File: config.mk
export PLATFORM = sky130hd
export DESIGN_NAME = wb_sram_arbiter
export DESIGN_NICKNAME = d
export VERILOG_FILES = /design/src/rtl/wb_sram_arbiter.sv
export SDC_FILE = /design/constraint.sdc
export NUM_CORES = 1
export LEC_CHECK = 0
export ABC_AREA = 1
export ABC_CLOCK_PERIOD_IN_PS = 1900
export BUFFER_PORTS_ARGS = -buffer_cell sky130_fd_sc_hd__clkbuf_2
export CORE_AREA = 8 8 118 120
export DETAILED_ROUTE_END_ITERATION = 16
export DIE_AREA = 0 0 126 128
export PLACE_DENSITY = 0.64
export SLEW_MARGIN = 20
export SYNTH_ARGS = -nofsm -noshare
export SYNTH_HDL_FRONTEND = slang
export SYNTH_SLANG_ARGS = --single-unit
File: constraint.sdc
create_clock -name clk -period 1.9 [get_ports clk]
set_input_delay 0.38 -clock clk [delete_from_list [all_inputs] [get_ports clk]]
set_output_delay 0.38 -clock clk [all_outputs]
set_load 0.02 [all_outputs]
File: src/rtl/wb_sram_arbiter.sv
// wb_sram_arbiter: two-master Wishbone arbiter in front of one shared SRAM slave, with a wait timeout
// Ports: clk/nrst clock and async active-low reset; m0_*/m1_* Wishbone master sides
// (cyc, stb, we, adr, dat, sel in; ack, err, dat out); s_* shared slave side;
// grant_o one-hot owner (bit0 = m0), busy_o high while a grant is held.
module wb_sram_arbiter #(
  parameter int unsigned TIMEOUT = 255
) (
  input  logic        clk,
  input  logic        nrst,
  input  logic        m0_cyc_i,
  input  logic        m0_stb_i,
  input  logic        m0_we_i,
  input  logic [31:0] m0_adr_i,
  input  logic [31:0] m0_dat_i,
  input  logic [3:0]  m0_sel_i,
  output logic        m0_ack_o,
  output logic        m0_err_o,
  output logic [31:0] m0_dat_o,
  input  logic        m1_cyc_i,
  input  logic        m1_stb_i,
  input  logic        m1_we_i,
  input  logic [31:0] m1_adr_i,
  input  logic [31:0] m1_dat_i,
  input  logic [3:0]  m1_sel_i,
  output logic        m1_ack_o,
  output logic        m1_err_o,
  output logic [31:0] m1_dat_o,
  output logic        s_cyc_o,
  output logic        s_stb_o,
  output logic        s_we_o,
  output logic [31:0] s_adr_o,
  output logic [31:0] s_dat_o,
  output logic [3:0]  s_sel_o,
  input  logic        s_ack_i,
  input  logic [31:0] s_dat_i,
  output logic [1:0]  grant_o,
  output logic        busy_o
);
  typedef enum logic [1:0] {IDLE, GRANT0, GRANT1} state_t;
  state_t state_q, state_d;
  logic [7:0] cnt_q, cnt_d;
  logic last_q, last_d;
  logic [1:0] grant_q, grant_d;
  logic busy_q, busy_d;
  logic req0, req1, g0, g1, cyc_x, ack_x, tmo;
  assign req0 = m0_cyc_i & m0_stb_i;
  assign req1 = m1_cyc_i & m1_stb_i;
  assign g0 = state_q == GRANT0;
  assign g1 = state_q == GRANT1;
  assign cyc_x = g0 ? m0_cyc_i : g1 & m1_cyc_i;
  // a master that has dropped cyc gets no ack even if the slave answers late
  assign ack_x = cyc_x & s_ack_i;
  // ack in the last allowed cycle still wins over the timeout
  assign tmo = cyc_x & ~s_ack_i & (cnt_q == 8'(TIMEOUT - 1));
  assign s_cyc_o = cyc_x & ~tmo;
  assign s_stb_o = (g0 ? m0_stb_i : g1 & m1_stb_i) & ~tmo;
  assign s_we_o = g0 ? m0_we_i : g1 & m1_we_i;
  assign s_adr_o = g0 ? m0_adr_i : g1 ? m1_adr_i : 32'd0;
  assign s_dat_o = g0 ? m0_dat_i : g1 ? m1_dat_i : 32'd0;
  assign s_sel_o = g0 ? m0_sel_i : g1 ? m1_sel_i : 4'd0;
  assign m0_ack_o = g0 & ack_x;
  assign m1_ack_o = g1 & ack_x;
  assign m0_err_o = g0 & tmo;
  assign m1_err_o = g1 & tmo;
  assign m0_dat_o = s_dat_i;
  assign m1_dat_o = s_dat_i;
  assign grant_o = grant_q;
  assign busy_o = busy_q;
  // last_q is updated at grant time, so it always names the most recent owner
  always_comb begin
    state_d = state_q;
    cnt_d = cnt_q + 8'd1;
    last_d = last_q;
    if (state_q == IDLE) begin
      cnt_d = 8'd0;
      if (req0 & (~req1 | last_q)) begin
        state_d = GRANT0;
        last_d = 1'b0;
      end else if (req1) begin
        state_d = GRANT1;
        last_d = 1'b1;
      end
    end else if (ack_x | ~cyc_x | tmo) begin
      state_d = IDLE;
      cnt_d = 8'd0;
    end
    grant_d = {state_d == GRANT1, state_d == GRANT0};
    busy_d = state_d != IDLE;
  end
  always_ff @(posedge clk or negedge nrst)
    if (!nrst) begin
      state_q <= IDLE;
      cnt_q <= 8'd0;
      last_q <= 1'b1;
      grant_q <= 2'b00;
      busy_q <= 1'b0;
    end else begin
      state_q <= state_d;
      cnt_q <= cnt_d;
      last_q <= last_d;
      grant_q <= grant_d;
      busy_q <= busy_d;
    end
endmodule

==> impl_metrics.prom, run 1 <==
# TYPE chip_impl_metric gauge
chip_impl_metric{name="wl_per_cell",unit="um"} 15.54
chip_impl_info{name="synth_area_leaders",value="sky130_fd_sc_hd__nand3_1 31%, sky130_fd_sc_hd__buf_4 21%, sky130_fd_sc_hd__dfrtp_1 14%, sky130_fd_sc_hd__nand2_1 14%, sky130_fd_sc_hd__nor2_1 3.2%"} 1
chip_impl_metric{name="fin_crit_sh",unit="%"} 102.6
chip_impl_metric{name="gp_routability_congestion",unit=""} 0.7915
chip_impl_metric{name="drive_gt1_share",unit="%"} 48.52
chip_impl_metric{name="area_growth_syn_to_layout",unit="%"} 43.82
chip_impl_info{name="critical_path.startpoint",value="cnt_q[0]"} 1
chip_impl_metric{name="clk_transition_reported_paths",unit="ns"} 0.05
chip_impl_metric{name="htreeDepth",unit=""} 1
chip_impl_metric{name="worst_clock_skew",unit="ns"} 0.001706
chip_impl_metric{name="synthesis.area",unit="um^2"} 2327
chip_impl_metric{name="pwr_density_cell",unit="nW/um^2"} 503.5
chip_impl_metric{name="fp.dieW",unit="um"} 126
chip_impl_metric{name="num_antenna_cells",unit=""} 0
chip_impl_metric{name="netlist.area_leader.share",unit="%"} 30.75
chip_impl_metric{name="drt.antenna.violating_nets",unit=""} 0
chip_impl_info{name="yosysTopAreaCell",value="sky130_fd_sc_hd__nand3_1"} 1
chip_impl_metric{name="num_vias",unit=""} 3132
chip_impl_metric{name="timing.max_slew.rel_slack",unit="%"} 77.34
chip_impl_metric{name="per_cell_via_count_in_the_routed_design",unit=""} 4.539
chip_impl_metric{name="remaining_drc_errors",unit=""} 0
chip_impl_info{name="clockRootBuffer",value="sky130_fd_sc_hd__clkbuf_16"} 1
chip_impl_metric{name="worst_ep_required_time",unit="ns"} 1.52
chip_impl_metric{name="grt_remaining_overflow",unit=""} 0
chip_impl_metric{name="synthDistinctLibCells",unit=""} 25
chip_impl_metric{name="fp.dieH",unit="um"} 128
chip_impl_metric{name="grt_pass1_wl",unit="um"} 15810
chip_impl_metric{name="irDropWorstVdd",unit="mV"} 0.1851
chip_impl_metric{name="cts_made_buffers",unit=""} 3
chip_impl_info{name="violations",value="setup timing"} 1
chip_impl_metric{name="std_cell_core_area",unit="um^2"} 12210
chip_impl_metric{name="timing.max_cap.violations",unit=""} 0
chip_impl_metric{name="vias_in_the_first_global_route",unit=""} 3086
chip_impl_metric{name="ctsLongestPathBuffers",unit=""} 2
chip_impl_metric{name="postLayoutSetupSlackWorst",unit="ns"} -0.04865
chip_impl_info{name="path_class",value="flop to output port"} 1
chip_impl_metric{name="hold_viol_final",unit=""} 0
chip_impl_metric{name="route.final.wire_length",unit="um"} 10730
chip_impl_metric{name="syn-instance-count",unit=""} 394
chip_impl_metric{name="totalPowerFinal",unit="mW"} 1.685
chip_impl_metric{name="io_buf_count",unit=""} 222
chip_impl_metric{name="number_of_slew_limit_violations_in_the_final_report",unit=""} 0
chip_impl_metric{name="yosysSeqAreaShare",unit="%"} 15.11
chip_impl_metric{name="i_o_pin_count",unit=""} 319
chip_impl_metric{name="worst-endpoint-arrival",unit="ns"} 1.57
chip_impl_metric{name="detailed_place_hpwl",unit="um"} 8408
chip_impl_metric{name="worst_setup_slack_post_dpl",unit="ns"} 0.1418
chip_impl_info{name="regToRegStartpoint",value="cnt_q[0]"} 1
chip_impl_info{name="timing.critical_path.from_type",value="flop"} 1
chip_impl_metric{name="clk-insertion-delay-late",unit="ns"} 0.24
chip_impl_metric{name="nets",unit=""} 720
chip_impl_metric{name="drt_pass1_iterations",unit=""} 4
chip_impl_info{name="critPathCaptureType",value="output port"} 1
chip_impl_metric{name="dpl_cell_area",unit="um^2"} 3159
chip_impl_metric{name="initialDrtViolationCount",unit=""} 105
chip_impl_metric{name="max_slew.worst_pin.slew",unit="ns"} 0.3398
chip_impl_metric{name="post-route-min-period",unit="ns"} 1.949
chip_impl_metric{name="fin_hold_ws",unit="ns"} 0.02921
chip_impl_metric{name="synth-seq-cells",unit=""} 14
chip_impl_metric{name="finalInstanceArea",unit="um^2"} 3347
chip_impl_metric{name="cts.sink_count",unit=""} 14
chip_impl_metric{name="initial_antenna_violation_count",unit=""} 0
chip_impl_info{name="worst_hold_path_type",value="input pin to asynchronous set/reset pin"} 1
chip_impl_info{name="unrepaired_setup_endpoints_after_global_routing",value="yes"} 1
chip_impl_metric{name="postSynthNetCount",unit=""} 573
chip_impl_metric{name="overall_global_routing_usage",unit="%"} 11.78
chip_impl_metric{name="maximum_clock_rate",unit="MHz"} 513.2
chip_impl_metric{name="grt_start_max_net_pins",unit=""} 73
chip_impl_metric{name="yosys_warning_total",unit=""} 0
chip_impl_metric{name="syn-mean-instance-area",unit="um^2"} 5.907
chip_impl_metric{name="p_leak",unit="nW"} 2.065
chip_impl_info{name="cts_tree",value="built"} 1
chip_impl_metric{name="critical_path.max_fanout",unit=""} 3
chip_impl_metric{name="rows",unit=""} 41
chip_impl_metric{name="dieArea",unit="um^2"} 16130
chip_impl_metric{name="initial_core_utilization",unit="%"} 19.06
chip_impl_metric{name="count_of_final_setup_violators",unit=""} 2
chip_impl_info{name="run_status",value="finished with violations"} 1
flip-flops by register name, summed over array words and instances, names as in the netlist:
signal and cells:
grant_o 2, cnt_q 8, last_q 1, state_q 2, busy_o 1
layer usage:
metal / up-vias / wire length [um] / GRT usage, %
met4: 0 / 263 / 4.317
met3: 27 / 1262 / 5.366
li1: 1520 / - / -
met5: - / 0 / 0
met2: 218 / 5181 / 20.58
met1: 1367 / 4017 / 12.21
cells by family (layout without fill, tap and decap cells):
group	after synthesis	after routing	share of synthesized area [%]
DFF	14	14	15.11
xor gates and xnor gates	3	3	1.129
and+or+nand+nor	261	261	52.63
AOI/OAI and AO/OA	3	3	0.7524
buffers and inverters	111	257	29.30
adders and majority gates	2	2	1.075
synth_stat cells, drive strengths merged:
library cell  number
o21ai              1
dfstp              1
inv               16
buf               80
xor2               2
a21o               1
ha                 2
clkbuf            14
nand3            146
nor2              25
nor3b              1
dfrtp             13
nor3               2
bufinv             1
xnor2              1
nand2             87
a21oi              1
cell usage in the layout, fill, tap and decap left out, drive strengths merged:
cell type	n
clkbuf	223
buf	17
dfrtp	13
bufinv	1
ha	2
xnor2	1
nor2	25
o21ai	1
a21o	1
nand3	146
nand2	87
nor3	2
a21oi	1
nor3b	1
inv	16
xor2	2
dfstp	1
what timing repair did:
| item | 4_1_cts | 5_1_grt |
|---|---|---|
| endpoints found under the setup margin | 5 | 74 |
| resized for setup | 5 | 10 |
| setup buffers | 2 | 3 |
| hold buffers | 0 | 0 |
| pin swaps | 2 | 2 |
| cloned | 0 | 1 |
worst paths after layout:
| check | to | slack, ns | depth (start not counted) |
|---|---|---|---|
| worst max-delay path | m0_err_o | -0.05 | 9 |
| worst min-delay path | busy_o | 0.03 | 1 |
| worst max register to register | busy_o | 0.45 | 10 |
| worst min register to register | cnt_q[3] | 0.55 | 3 |
| max in group asynchronous | last_q | 1.58 | 1 |
| min in group clk | cnt_q[3] | 0.55 | 3 |
area by class of cell:
cell class	count	area (um^2)
clock buffer	4	88.84
sequential	14	354.1
multi-input combinational	269	1306
inverter	17	80.08
fill	1385	8862
timing repair buffer	236	1330
tap	150	187.7
worst max-delay path: stages (launching register included):
cell and delay [ns]:
sky130_fd_sc_hd__dfrtp_1 0.38, sky130_fd_sc_hd__inv_1 0.07, sky130_fd_sc_hd__ha_2 0.17, sky130_fd_sc_hd__nand2_2 0.04, sky130_fd_sc_hd__nor2_2 0.08, sky130_fd_sc_hd__nand2_2 0.08
sky130_fd_sc_hd__nor3_4 0.21, sky130_fd_sc_hd__inv_2 0.05, sky130_fd_sc_hd__nor2_1 0.10, sky130_fd_sc_hd__buf_4 0.14
stage by stage:
| stage | util, % | TNS [ns] | cells |
|---|---|---|---|
| after floorplan | - | 0 | 394 |
| final | 27.41 | -0.08551 | 690 |
| after global routing | 27.41 | -0.4431 | 690 |
| after CTS | 26.85 | -0.1053 | 686 |
| after global placement | 25.88 | 0 | 680 |
| after detailed placement | 25.88 | 0 | 680 |
power breakdown:
| group | total [mW] | internal (mW) | switching (mW) | leakage, nW |
|---|---|---|---|---|
| clock network | 0.444 | 0.319 | 0.125 | 0.0442 |
| registers | 0.329 | 0.319 | 0.00973 | 0.185 |
| logic | 0.912 | 0.352 | 0.560 | 1.84 |
Power figures use the tool's default switching activity.
==> run 2: changes to the inputs <==
ABC_AREA = default   (was 1)
CELL_PAD_IN_SITES_DETAIL_PLACEMENT = 0   (was default)
CELL_PAD_IN_SITES_GLOBAL_PLACEMENT = 1   (was default)
CORE_AREA = default   (was 8 8 118 120)
CORE_MARGIN = 8   (was default)
CORE_UTILIZATION = 17   (was default)
DIE_AREA = default   (was 0 0 126 128)
PLACE_DENSITY = 0.91   (was 0.64)
==> run 2 against run 1 <==
Against the previous run: the flow still finishes with violations (setup timing); critical path depth fell by 3; sequential cell count did not move; cell area grew 21%; non-clock buffer count increased by 25; via count shrank 18%; fmax shrank 4.9%; largest power group unchanged; count of clock-buffer cells in the layout is the same.
==> impl_metrics.prom, run 2 <==
# TYPE chip_impl_metric gauge
chip_impl_metric{name="initial_antenna_violation_count",unit=""} 0
chip_impl_info{name="clockRootBuffer",value="sky130_fd_sc_hd__clkbuf_16"} 1
chip_impl_metric{name="finalSetupTns",unit="ns"} -5.027
chip_impl_metric{name="fp.dieW",unit="um"} 123.9
chip_impl_metric{name="cpPeakStageDelay",unit="ns"} 0.38
chip_impl_info{name="critPathCaptureType",value="output port"} 1
chip_impl_metric{name="num_vias",unit=""} 2575
chip_impl_metric{name="final.fill_count",unit=""} 1112
chip_impl_metric{name="grt_pass1_wl",unit="um"} 17370
chip_impl_metric{name="drt.antenna.violating_nets",unit=""} 0
chip_impl_metric{name="asyncSetResetFlopFracSynth",unit="%"} 100.0
chip_impl_metric{name="i_o_pin_count",unit=""} 319
chip_impl_info{name="path_class",value="flop to output port"} 1
chip_impl_metric{name="critical_path.max_fanout",unit=""} 3
chip_impl_metric{name="overall_global_routing_usage",unit="%"} 15.05
chip_impl_info{name="unrepaired_setup_endpoints_after_global_routing",value="yes"} 1
chip_impl_metric{name="syn-mean-instance-area",unit="um^2"} 8.753
chip_impl_info{name="run_status",value="finished with violations"} 1
chip_impl_metric{name="irDropWorstVdd",unit="mV"} 0.3615
chip_impl_metric{name="cts_made_buffers",unit=""} 3
chip_impl_metric{name="vias_in_the_first_global_route",unit=""} 2756
chip_impl_metric{name="drt_pass1_iterations",unit=""} 4
chip_impl_metric{name="maximum_clock_rate",unit="MHz"} 488.1
chip_impl_metric{name="largest_reg_flops",unit=""} 8
chip_impl_metric{name="dpl_cell_area",unit="um^2"} 2813
chip_impl_metric{name="max_slew.worst_pin.slew",unit="ns"} 0.3901
chip_impl_info{name="layout.cells.most_common_list",value="147 x sky130_fd_sc_hd__clkbuf_2, 66 x sky130_fd_sc_hd__a22o_1, 59 x sky130_fd_sc_hd__clkbuf_8"} 1
chip_impl_metric{name="io_buf_count",unit=""} 222
chip_impl_metric{name="rows",unit=""} 39
chip_impl_metric{name="cp.buffers_inverters",unit=""} 2
chip_impl_metric{name="fin_crit_sh",unit="%"} 107.8
chip_impl_metric{name="wl_per_cell",unit="um"} 22.92
chip_impl_metric{name="clk-insertion-delay-late",unit="ns"} 0.24
chip_impl_info{name="critical_path.startpoint",value="cnt_q[0]"} 1
chip_impl_metric{name="drive_gt1_share",unit="%"} 69.93
chip_impl_metric{name="htreeDepth",unit=""} 1
chip_impl_metric{name="postLayoutSetupSlackWorst",unit="ns"} -0.1489
chip_impl_metric{name="synth-edff-count",unit=""} 0
chip_impl_info{name="crit_chain",value="inv_1, ha_2, nand3_2, or2_4, nor4b_4, clkbuf_8"} 1
chip_impl_metric{name="pwr_density_cell",unit="nW/um^2"} 501.0
chip_impl_info{name="timing.critical_path.from_type",value="flop"} 1
chip_impl_info{name="cts_tree",value="built"} 1
chip_impl_metric{name="grt_util_met2",unit="%"} 27.39
chip_impl_metric{name="nets",unit=""} 589
chip_impl_info{name="dominantRegCellSynth",value="sky130_fd_sc_hd__dfrtp_1"} 1
chip_impl_metric{name="timing.max_slew.rel_slack",unit="%"} 73.99
chip_impl_metric{name="rrSetupSlack",unit="ns"} 0.35
chip_impl_metric{name="std_cell_core_area",unit="um^2"} 11370
chip_impl_info{name="yosysTopAreaCell",value="sky130_fd_sc_hd__a22o_1"} 1
chip_impl_metric{name="clk_transition_reported_paths",unit="ns"} 0.05
chip_impl_info{name="mostFrequentLayoutCell",value="sky130_fd_sc_hd__clkbuf_2"} 1
chip_impl_metric{name="remaining_drc_errors",unit=""} 0
chip_impl_metric{name="post-route-min-period",unit="ns"} 2.049
chip_impl_metric{name="number_of_slew_limit_violations_in_the_final_report",unit=""} 0
chip_impl_metric{name="initial_core_utilization",unit="%"} 17.40
chip_impl_metric{name="regArea",unit="um^2"} 352.8
chip_impl_info{name="post-synth-top-count-cell",value="sky130_fd_sc_hd__a22o_1"} 1
chip_impl_metric{name="per_cell_via_count_in_the_routed_design",unit=""} 4.665
chip_impl_metric{name="worst_clock_skew",unit="ns"} 0.001219
chip_impl_metric{name="cts_hold_repair.buffers",unit=""} 0
chip_impl_metric{name="grt_start_max_net_pins",unit=""} 20
chip_impl_metric{name="hold_viol_final",unit=""} 0
chip_impl_info{name="gate_family_responsible_for_the_most_delay_along_the_worst_path",value="simple AND/OR/NAND/NOR gates"} 1
chip_impl_metric{name="synthDistinctLibCells",unit=""} 37
chip_impl_metric{name="num_antenna_cells",unit=""} 0
chip_impl_metric{name="netlist.area_leader.share",unit="%"} 30.55
chip_impl_metric{name="area_growth_syn_to_layout",unit="%"} 105.6
chip_impl_metric{name="postSynthNetCount",unit=""} 405
chip_impl_metric{name="p_leak",unit="nW"} 2.017
chip_impl_metric{name="timing.max_cap.violations",unit=""} 0
chip_impl_metric{name="worst-endpoint-arrival",unit="ns"} 1.67
chip_impl_metric{name="grt_remaining_overflow",unit=""} 0
chip_impl_metric{name="grt_util_met3",unit="%"} 4.805
chip_impl_metric{name="yosys_warning_total",unit=""} 0
chip_impl_metric{name="count_of_final_setup_violators",unit=""} 73
chip_impl_metric{name="gp_routability_congestion",unit=""} 0.9577
chip_impl_info{name="registers.top_by_ff_count",value="cnt_q"} 1
chip_impl_metric{name="grt_use_met1",unit="%"} 16.27
chip_impl_info{name="slowest_stage",value="sky130_fd_sc_hd__dfrtp_1"} 1
chip_impl_metric{name="worst_ep_required_time",unit="ns"} 1.52
chip_impl_metric{name="syn-instance-count",unit=""} 226
chip_impl_metric{name="fp.dieH",unit="um"} 123.9
chip_impl_metric{name="detailed_place_hpwl",unit="um"} 9544
chip_impl_info{name="synth_area_leaders",value="sky130_fd_sc_hd__a22o_1 31%, sky130_fd_sc_hd__buf_4 25%, sky130_fd_sc_hd__dfrtp_1 16%, sky130_fd_sc_hd__buf_2 3.5%, sky130_fd_sc_hd__nor3_2 2.5%"} 1
chip_impl_metric{name="worst_setup_slack_post_dpl",unit="ns"} 0.04266
chip_impl_info{name="regToRegStartpoint",value="state_q[0]"} 1
chip_impl_metric{name="finalInstanceArea",unit="um^2"} 4066
chip_impl_metric{name="ctsLongestPathBuffers",unit=""} 2
chip_impl_info{name="synth_commonest_cells",value="69 x sky130_fd_sc_hd__a22o_1, 66 x sky130_fd_sc_hd__buf_4, 14 x sky130_fd_sc_hd__buf_2"} 1
chip_impl_metric{name="synth-seq-cells",unit=""} 14
chip_impl_metric{name="synthesis.area",unit="um^2"} 1978
chip_impl_metric{name="yosysSeqAreaShare",unit="%"} 17.77
chip_impl_metric{name="dieArea",unit="um^2"} 15340
chip_impl_metric{name="multi_input_area",unit="um^2"} 1109
chip_impl_info{name="worst_hold_path_type",value="input pin to asynchronous set/reset pin"} 1
chip_impl_info{name="violations",value="setup timing"} 1
chip_impl_metric{name="route.final.wire_length",unit="um"} 12650
chip_impl_metric{name="initialDrtViolationCount",unit=""} 180
chip_impl_info{name="global_route.peak_usage_layer",value="met2"} 1
chip_impl_metric{name="cts.sink_count",unit=""} 14
[run 2: area by class of cell]
| cell class | count | area share [%] |
|---|---|---|
| Timing Repair Buffer | 261 | 57.20 |
| Clock buffer | 4 | 2.185 |
| Tap cell | 143 | 4.400 |
| Inverter | 3 | 0.2769 |
| Sequential cell | 14 | 8.677 |
| Multi-Input combinational cell | 127 | 27.26 |
[run 2: where the power goes]
group          switching [mW]  total [mW]  internal (mW)
Sequential             0.0109       0.330          0.319
Clock                   0.124       0.443          0.319
Combinational           0.574        1.26          0.689
Total                   0.709        2.04           1.33
[run 2: cell families (layout without fill, tap and decap cells)]
group	count (synthesis)	in the layout	synth area share (%)
xor+xnor	3	3	1.329
flops	14	14	17.77
fa+ha+maj	2	2	1.265
simple gates	34	34	10.88
buf+inv	85	268	30.30
compound gates	88	88	38.46
[run 2: final timing paths]
path / endpoint / cells past startpoint
setup / recovery: m1_err_o / 6
hold / removal: cnt_q[3] / 1
setup reg to reg: grant_o[0] / 5
hold reg to reg: last_q / 1
max in group asynchronous: last_q / 1
min in group clk: state_q[0] / 3
[run 2: repair_timing]
| item | 4_1_cts | 5_1_grt |
|---|---|---|
| pin swaps | 13 | 16 |
| gates resized for setup | 154 | 49 |
| setup endpoints to repair | 74 | 75 |
| gates cloned | 9 | 2 |
| buffers inserted | 16 | 7 |
[run 2: per-layer routing]
metal | routed length [um] | share of wire [%]
met1 | 4390 | 35
met2 | 6377 | 50
met3 | 1634 | 13
met4 | 249 | 2.0
met5 | 0 | 0
[run 2: metrics by stage]
stage / instances / power [mW] / utilization, % / hold WS, ns
final: 552 / 2.037 / 35.77 / 0.03706
after global placement: 520 / 1.158 / 24.74 / 0.3003
after global routing: 552 / 2.125 / 35.77 / 0.05787
after floorplan: 226 / 0.9746 / - / 0.08441
after CTS: 549 / 2.016 / 34.90 / 0.04115
after detailed placement: 520 / 1.166 / 24.74 / 0.3066
